--- src/rtl/shiftreg_pkg.sv ---
// Shared constants for the universal shift register: step-mode encodings
// and burst-engine FSM states.
package shiftreg_pkg;

  localparam logic [2:0] MODE_HOLD = 3'b000;
  localparam logic [2:0] MODE_SHL  = 3'b001;
  localparam logic [2:0] MODE_SHR  = 3'b010;
  localparam logic [2:0] MODE_ROL  = 3'b011;
  localparam logic [2:0] MODE_ROR  = 3'b100;
  localparam logic [2:0] MODE_ASR  = 3'b101;

  typedef enum logic {
    ST_IDLE = 1'b0,
    ST_RUN  = 1'b1
  } state_t;

endpackage

--- src/rtl/shiftreg_step.sv ---
// Combinational single-step function of the register, shared by the manual
// Shift path and the burst engine.
module shiftreg_step
  import shiftreg_pkg::*;
#(
  parameter int SIZE = 8
) (
  input  logic [SIZE-1:0] r,
  input  logic [2:0]      mode,
  input  logic            SerInLo,
  input  logic            SerInHi,
  output logic [SIZE-1:0] r_next
);

  // Select the next register value for the requested mode
  always_comb begin
    r_next = r;
    case (mode)
      MODE_HOLD: r_next = r;
      MODE_SHL:  r_next = {r[SIZE-2:0], SerInLo};
      MODE_SHR:  r_next = {SerInHi, r[SIZE-1:1]};
      MODE_ROL:  r_next = {r[SIZE-2:0], r[SIZE-1]};
      MODE_ROR:  r_next = {r[0], r[SIZE-1:1]};
      MODE_ASR:  r_next = {r[SIZE-1], r[SIZE-1:1]};
      default:   r_next = r;
    endcase
  end

endmodule

--- src/rtl/shiftreg_univ.sv ---
// Universal shift register with parallel load, manual single steps and an
// autonomous N-step burst engine reporting completion with a Done pulse.
module shiftreg_univ
  import shiftreg_pkg::*;
#(
  parameter int SIZE  = 8,
  parameter int CNT_W = 4
) (
  input  logic             Clk,
  input  logic             Rst,
  input  logic             Load,
  input  logic [SIZE-1:0]  DataIn,
  input  logic             Shift,
  input  logic             Start,
  input  logic [CNT_W-1:0] Len,
  input  logic [2:0]       Mode,
  input  logic             SerInLo,
  input  logic             SerInHi,
  output logic             SerOutHi,
  output logic             SerOutLo,
  output logic [SIZE-1:0]  DataOut,
  output logic             Busy,
  output logic             Done
);

  logic [SIZE-1:0]  data_r;
  logic [CNT_W-1:0] cnt_r;
  logic [2:0]       mode_r;
  state_t           state_r;
  logic             done_r;
  logic [2:0]       step_mode;
  logic [SIZE-1:0]  step_next;

  // A running burst uses the mode latched at Start, never the live input
  always_comb begin
    if (state_r == ST_RUN) begin
      step_mode = mode_r;
    end else begin
      step_mode = Mode;
    end
  end

  shiftreg_step #(.SIZE(SIZE)) u_step (
    .r       (data_r),
    .mode    (step_mode),
    .SerInLo (SerInLo),
    .SerInHi (SerInHi),
    .r_next  (step_next)
  );

  // Register, burst counter and FSM; Load overrides and aborts any burst
  always_ff @(posedge Clk) begin
    if (Rst) begin
      data_r  <= '0;
      cnt_r   <= '0;
      mode_r  <= MODE_HOLD;
      state_r <= ST_IDLE;
      done_r  <= 1'b0;
    end else begin
      done_r <= 1'b0;
      if (Load) begin
        data_r  <= DataIn;
        cnt_r   <= '0;
        state_r <= ST_IDLE;
      end else begin
        case (state_r)
          ST_IDLE: begin
            if (Start) begin
              if (Len != '0) begin
                mode_r  <= Mode;
                cnt_r   <= Len;
                state_r <= ST_RUN;
              end else begin
                done_r <= 1'b1;
              end
            end else if (Shift) begin
              data_r <= step_next;
            end else begin
              data_r <= data_r;
            end
          end
          ST_RUN: begin
            data_r <= step_next;
            cnt_r  <= cnt_r - CNT_W'(1);
            if (cnt_r == CNT_W'(1)) begin
              state_r <= ST_IDLE;
              done_r  <= 1'b1;
            end else begin
              state_r <= ST_RUN;
            end
          end
          default: begin
            cnt_r   <= '0;
            state_r <= ST_IDLE;
          end
        endcase
      end
    end
  end

  assign DataOut  = data_r;
  assign SerOutHi = data_r[SIZE-1];
  assign SerOutLo = data_r[0];
  assign Busy     = (state_r == ST_RUN);
  assign Done     = done_r;

endmodule

--- config.mk ---
export PLATFORM = sky130hd
export DESIGN_NAME = shiftreg_univ
export DESIGN_NICKNAME = d
export VERILOG_FILES = /design/src/rtl/shiftreg_pkg.sv /design/src/rtl/shiftreg_step.sv /design/src/rtl/shiftreg_univ.sv
export SDC_FILE = /design/constraint.sdc
export NUM_CORES = 1
export LEC_CHECK = 0
export ABC_AREA = 1
export CAP_MARGIN = 0
export CORE_MARGIN = 3
export CORE_UTILIZATION = 25
export CTS_CLUSTER_SIZE = 12
export DETAILED_ROUTE_END_ITERATION = 16
export GPL_ROUTABILITY_DRIVEN = 0
export SLEW_MARGIN = 20
export SYNTH_ARGS = -nofsm -noshare
export SYNTH_HDL_FRONTEND = slang
export SYNTH_SLANG_ARGS = --single-unit
--- constraint.sdc ---
create_clock -name Clk -period 2 [get_ports Clk]
set_clock_uncertainty 0.1 [all_clocks]
set_input_delay 0.5 -clock Clk [delete_from_list [all_inputs] [get_ports Clk]]
set_output_delay 0.5 -clock Clk [all_outputs]
set_load 0.01 [all_outputs]
==> summary.md <==
| Metric | Value |
|---|---|
| IO buf count | `33` |
| Most common cell after layout, fill and taps aside | `nand2_1` |
| Synthesized area | `0.001206 mm2` |
| Core box area | `approximately 0.0045 mm2` |
| Avg WL per Cell | `approximately 11 um` |
| Peak supply drop | `approximately 0.23 mV` |
| Post-CTS Hold Buffers | `0` |
| Top delay family on crit path | `buffers and inverters` |
| Worst slew margin | `about four fifths` |
| Critical path cell sequence | `clkdlybuf4s50_1` |
| Layout cell share with drive strength beyond 1 | `between 10% and 20%` |
| Worst path required time | `approximately 1.4 ns` |
| Final period utilization | `~90%` |
| # IOs | `34` |
| Synth top area share | `~28%` |
| Vias in the first global route | `1,182` |
| Post-DP Area | `about 0.0016 mm2` |
| Post-DR vias/cell | `4.507` |
| R2r endpoint | `DataOut[0]` |
| Total gr overflow | `0` |
| DIE WIDTH | `75.46 um` |
| Synth Area per Inst | `between 6 and 7 um2` |
| Ys Warns | `0` |
| Static Leakage | `~0.74 nW` |
| Crit path launch type | `flip-flop` |
| Most frequent cells in the layout | `nand2_1 (49), clkdlybuf4s50_1 (33), inv_1 (26)` |
| Pre-CTS setup slack | `-0.02366 ns` |
| HPWL Detailed | `about 2500 um` |
| MaxCap Viol Count | `0` |
| Final period demand of the worst path | `about 1.8 ns` |
| TritonCTS Sinks | `17` |
| Worst skew pair latency | `between 0.2 and 0.3 ns` |
| Die height | `roughly 75 um` |
| Layout Cell Area excl Fill | `0.001649 mm2` |
| Slowest CP cell | `clkdlybuf4s50_1` |
| Fmax | `0.5426 GHz` |
| Number of setup buffers added after CTS | `0` |
| Initial Utilization | `around 27%` |
| Worst Setup Slack, final | `0.1570 ns` |
| Clk root buf | `clkbuf_8` |
| Num CTS Buffers | `3` |
| Largest stage delay, worst path | `between 0.5 and 0.6 ns` |
| Routed wire length | `3043 um` |
| Pre-Repair DR Iteration Count | `4` |
| Pwr Density | `between 600 and 700 mW/mm2` |
| Antenna-violating nets left | `0` |
| Seq cells post-synth | `17` |
| Hold Path Origin | `mode_r[0]` |
| Max Root-Sink Buffers | `2` |
| R2R depth | `10` |
| Hold path depth | `2` |
| Met1 Use GR | `between 15 and 20%` |
| Buf/Inv on CP | `1` |
| First-pass GRT wire length | `about 5300 um` |
| Post_cts resized | `0` |
| TritonCTS clock tree | `done` |
| # nets final | `251` |
| Residual DRC | `0` |
| Vias | `1,253` |
| Mapped Nets | `approximately 210` |
| Final hold violation count | `0` |
| GR peak layer | `met2` |
| Multi-input logic area | `a little over 700 um2` |
| Cell Rows | `24` |
| Endpoint, Worst Hold | `mode_r[0]` |
| Count of cell types in the netlist | `25` |
| Synth-to-Final Area Change | `36.72%` |
| Met3 Use GR | `under 10%` |
| Gate Count Post-Synth | `between 150 and 200` |
| Setup total negative slack | `0 ns` |
| R2r startpoint | `Busy` |
| Critical Path Stages | `1` |
| Starting DRT DRC Count | `65` |
| DP Cell Count | `between 200 and 300` |
| Slew @ Worst Pin | `around 0.29 ns` |
| Largest net degree at the start of global routing | `14` |
| Initial antenna violation count | `0` |
| Sequential share of the synthesized area | `approximately 28%` |
| Met2 usage | `about 19%` |
| Slew Viols, Final | `0` |
| CP endpoint kind | `output port` |
| Status | `finished clean` |
| Clock H-tree levels | `1` |
| Setup violators final | `0` |
| Register-to-register setup slack | `approximately 0.44 ns` |
| Hold crit path type | `flip-flop to flip-flop` |
| Reg area | `between 300 and 400 um2` |
| Leading area contributor after synthesis | `dfxtp_1` |
| CP Max Fanout | `5` |
| Die area | `~0.0057 mm2` |
| All-layer global routing usage | `between 10% and 20%` |
| Final core utilization | `approximately 37%` |
| RSZ-0062 raised after global routing | `false` |
| Synth top area cells | `dfxtp_1 (28%), nand2_1 (15%), inv_1 (8.1%), nor2_1 (7.2%), nand3_1 (5.8%)` |
| Arr. time, crit path | `~1.2 ns` |
| Clk slew on worst S/H paths | `around 0.07 ns` |
| Final Instance Count excl. Fillers | `roughly 280` |
| Fillers | `roughly 490` |
| ANT cells | `0` |
| Critical path class | `flip-flop to output port` |
## state kept, by name, summed over array words and instances, names as in the netlist
signal,cells
cnt_r,4
Busy,1
DataOut,8
Done,1
mode_r,3
## worst min-delay path: cells and delay by family, from the launching register on
kind                   cells  cell delay (ns)
DFF                        1             0.30
buffers and inverters      1             0.06
AOI/OAI and AO/OA          1             0.06
## how the worst max path moves through the flow
stage                           from          to  slack, ns
after floorplan                 Busy  DataOut[0]       0.52
after global placement       Mode[2]  DataOut[0]       0.01
after detailed placement     Mode[2]  DataOut[1]      -0.02
after CTS                 DataOut[0]    SerOutLo       0.14
after global routing      DataOut[0]  DataOut[0]       0.09
final                     DataOut[0]    SerOutLo       0.16
## kinds of logic (layout without fill, tap and decap cells)
| logic type | count (synthesis) | in the layout | share of synthesized area, % |
|---|---|---|---|
| adders and majority gates | 2 | 2 | 2.074 |
| and+or+nand+nor | 107 | 107 | 43.36 |
| DFF | 17 | 17 | 28.22 |
| xor gates and xnor gates | 1 | 1 | 0.7263 |
| AOI/OAI and AO/OA | 27 | 27 | 12.45 |
| buffers and inverters | 34 | 72 | 13.17 |
## Yosys cell counts
cell and n:
nand2_2 8, o21ai_1 5, o22ai_1 1, o21ai_0 6, inv_1 26, buf_6 2, inv_8 1, a21oi_1 11
nand2_4 5, nor2_1 23, nand4_4 1, nand4_1 6, buf_4 2, buf_2 1, nand3_4 1, a21oi_2 2
dfxtp_1 17, o221ai_1 1, a22oi_1 1, ha_1 2, nand3_1 14, clkinv_1 1, nand2_1 49, inv_2 1
xor2_1 1
## cell type report
type                            count  area share [%]
Inverter                           29           7.056
Clock buffer                        4           2.731
Tap cell                           52           3.945
Sequential cell                    17           20.64
Multi-Input combinational cell    137           42.87
Timing Repair Buffer               39           22.76
## layer usage
| metal | share of wire [%] | wire length, um |
|---|---|---|
| met5 | 0 | 0 |
| met4 | 0.99 | 30 |
| met3 | 5.3 | 160 |
| met2 | 47 | 1416 |
| met1 | 47 | 1437 |
## per-stage QoR
stage | hold slack (ns) | total power, W
after floorplan | 0.3305 | 0.0006065
after global placement | 0.3484 | 0.0007349
after detailed placement | 0.3730 | 0.0007371
after CTS | 0.3849 | 0.001008
after global routing | 0.4202 | 0.001070
final | 0.3723 | 0.0009899
## where the power goes
part           leakage, nW  switching (W)  internal (W)
clock               0.0228       0.000122      0.000141
combinational        0.574       0.000176      0.000160
sequential           0.140      0.0000243      0.000367
total                0.736       0.000322      0.000668
Note: power is estimated with default switching activity, not from simulation.
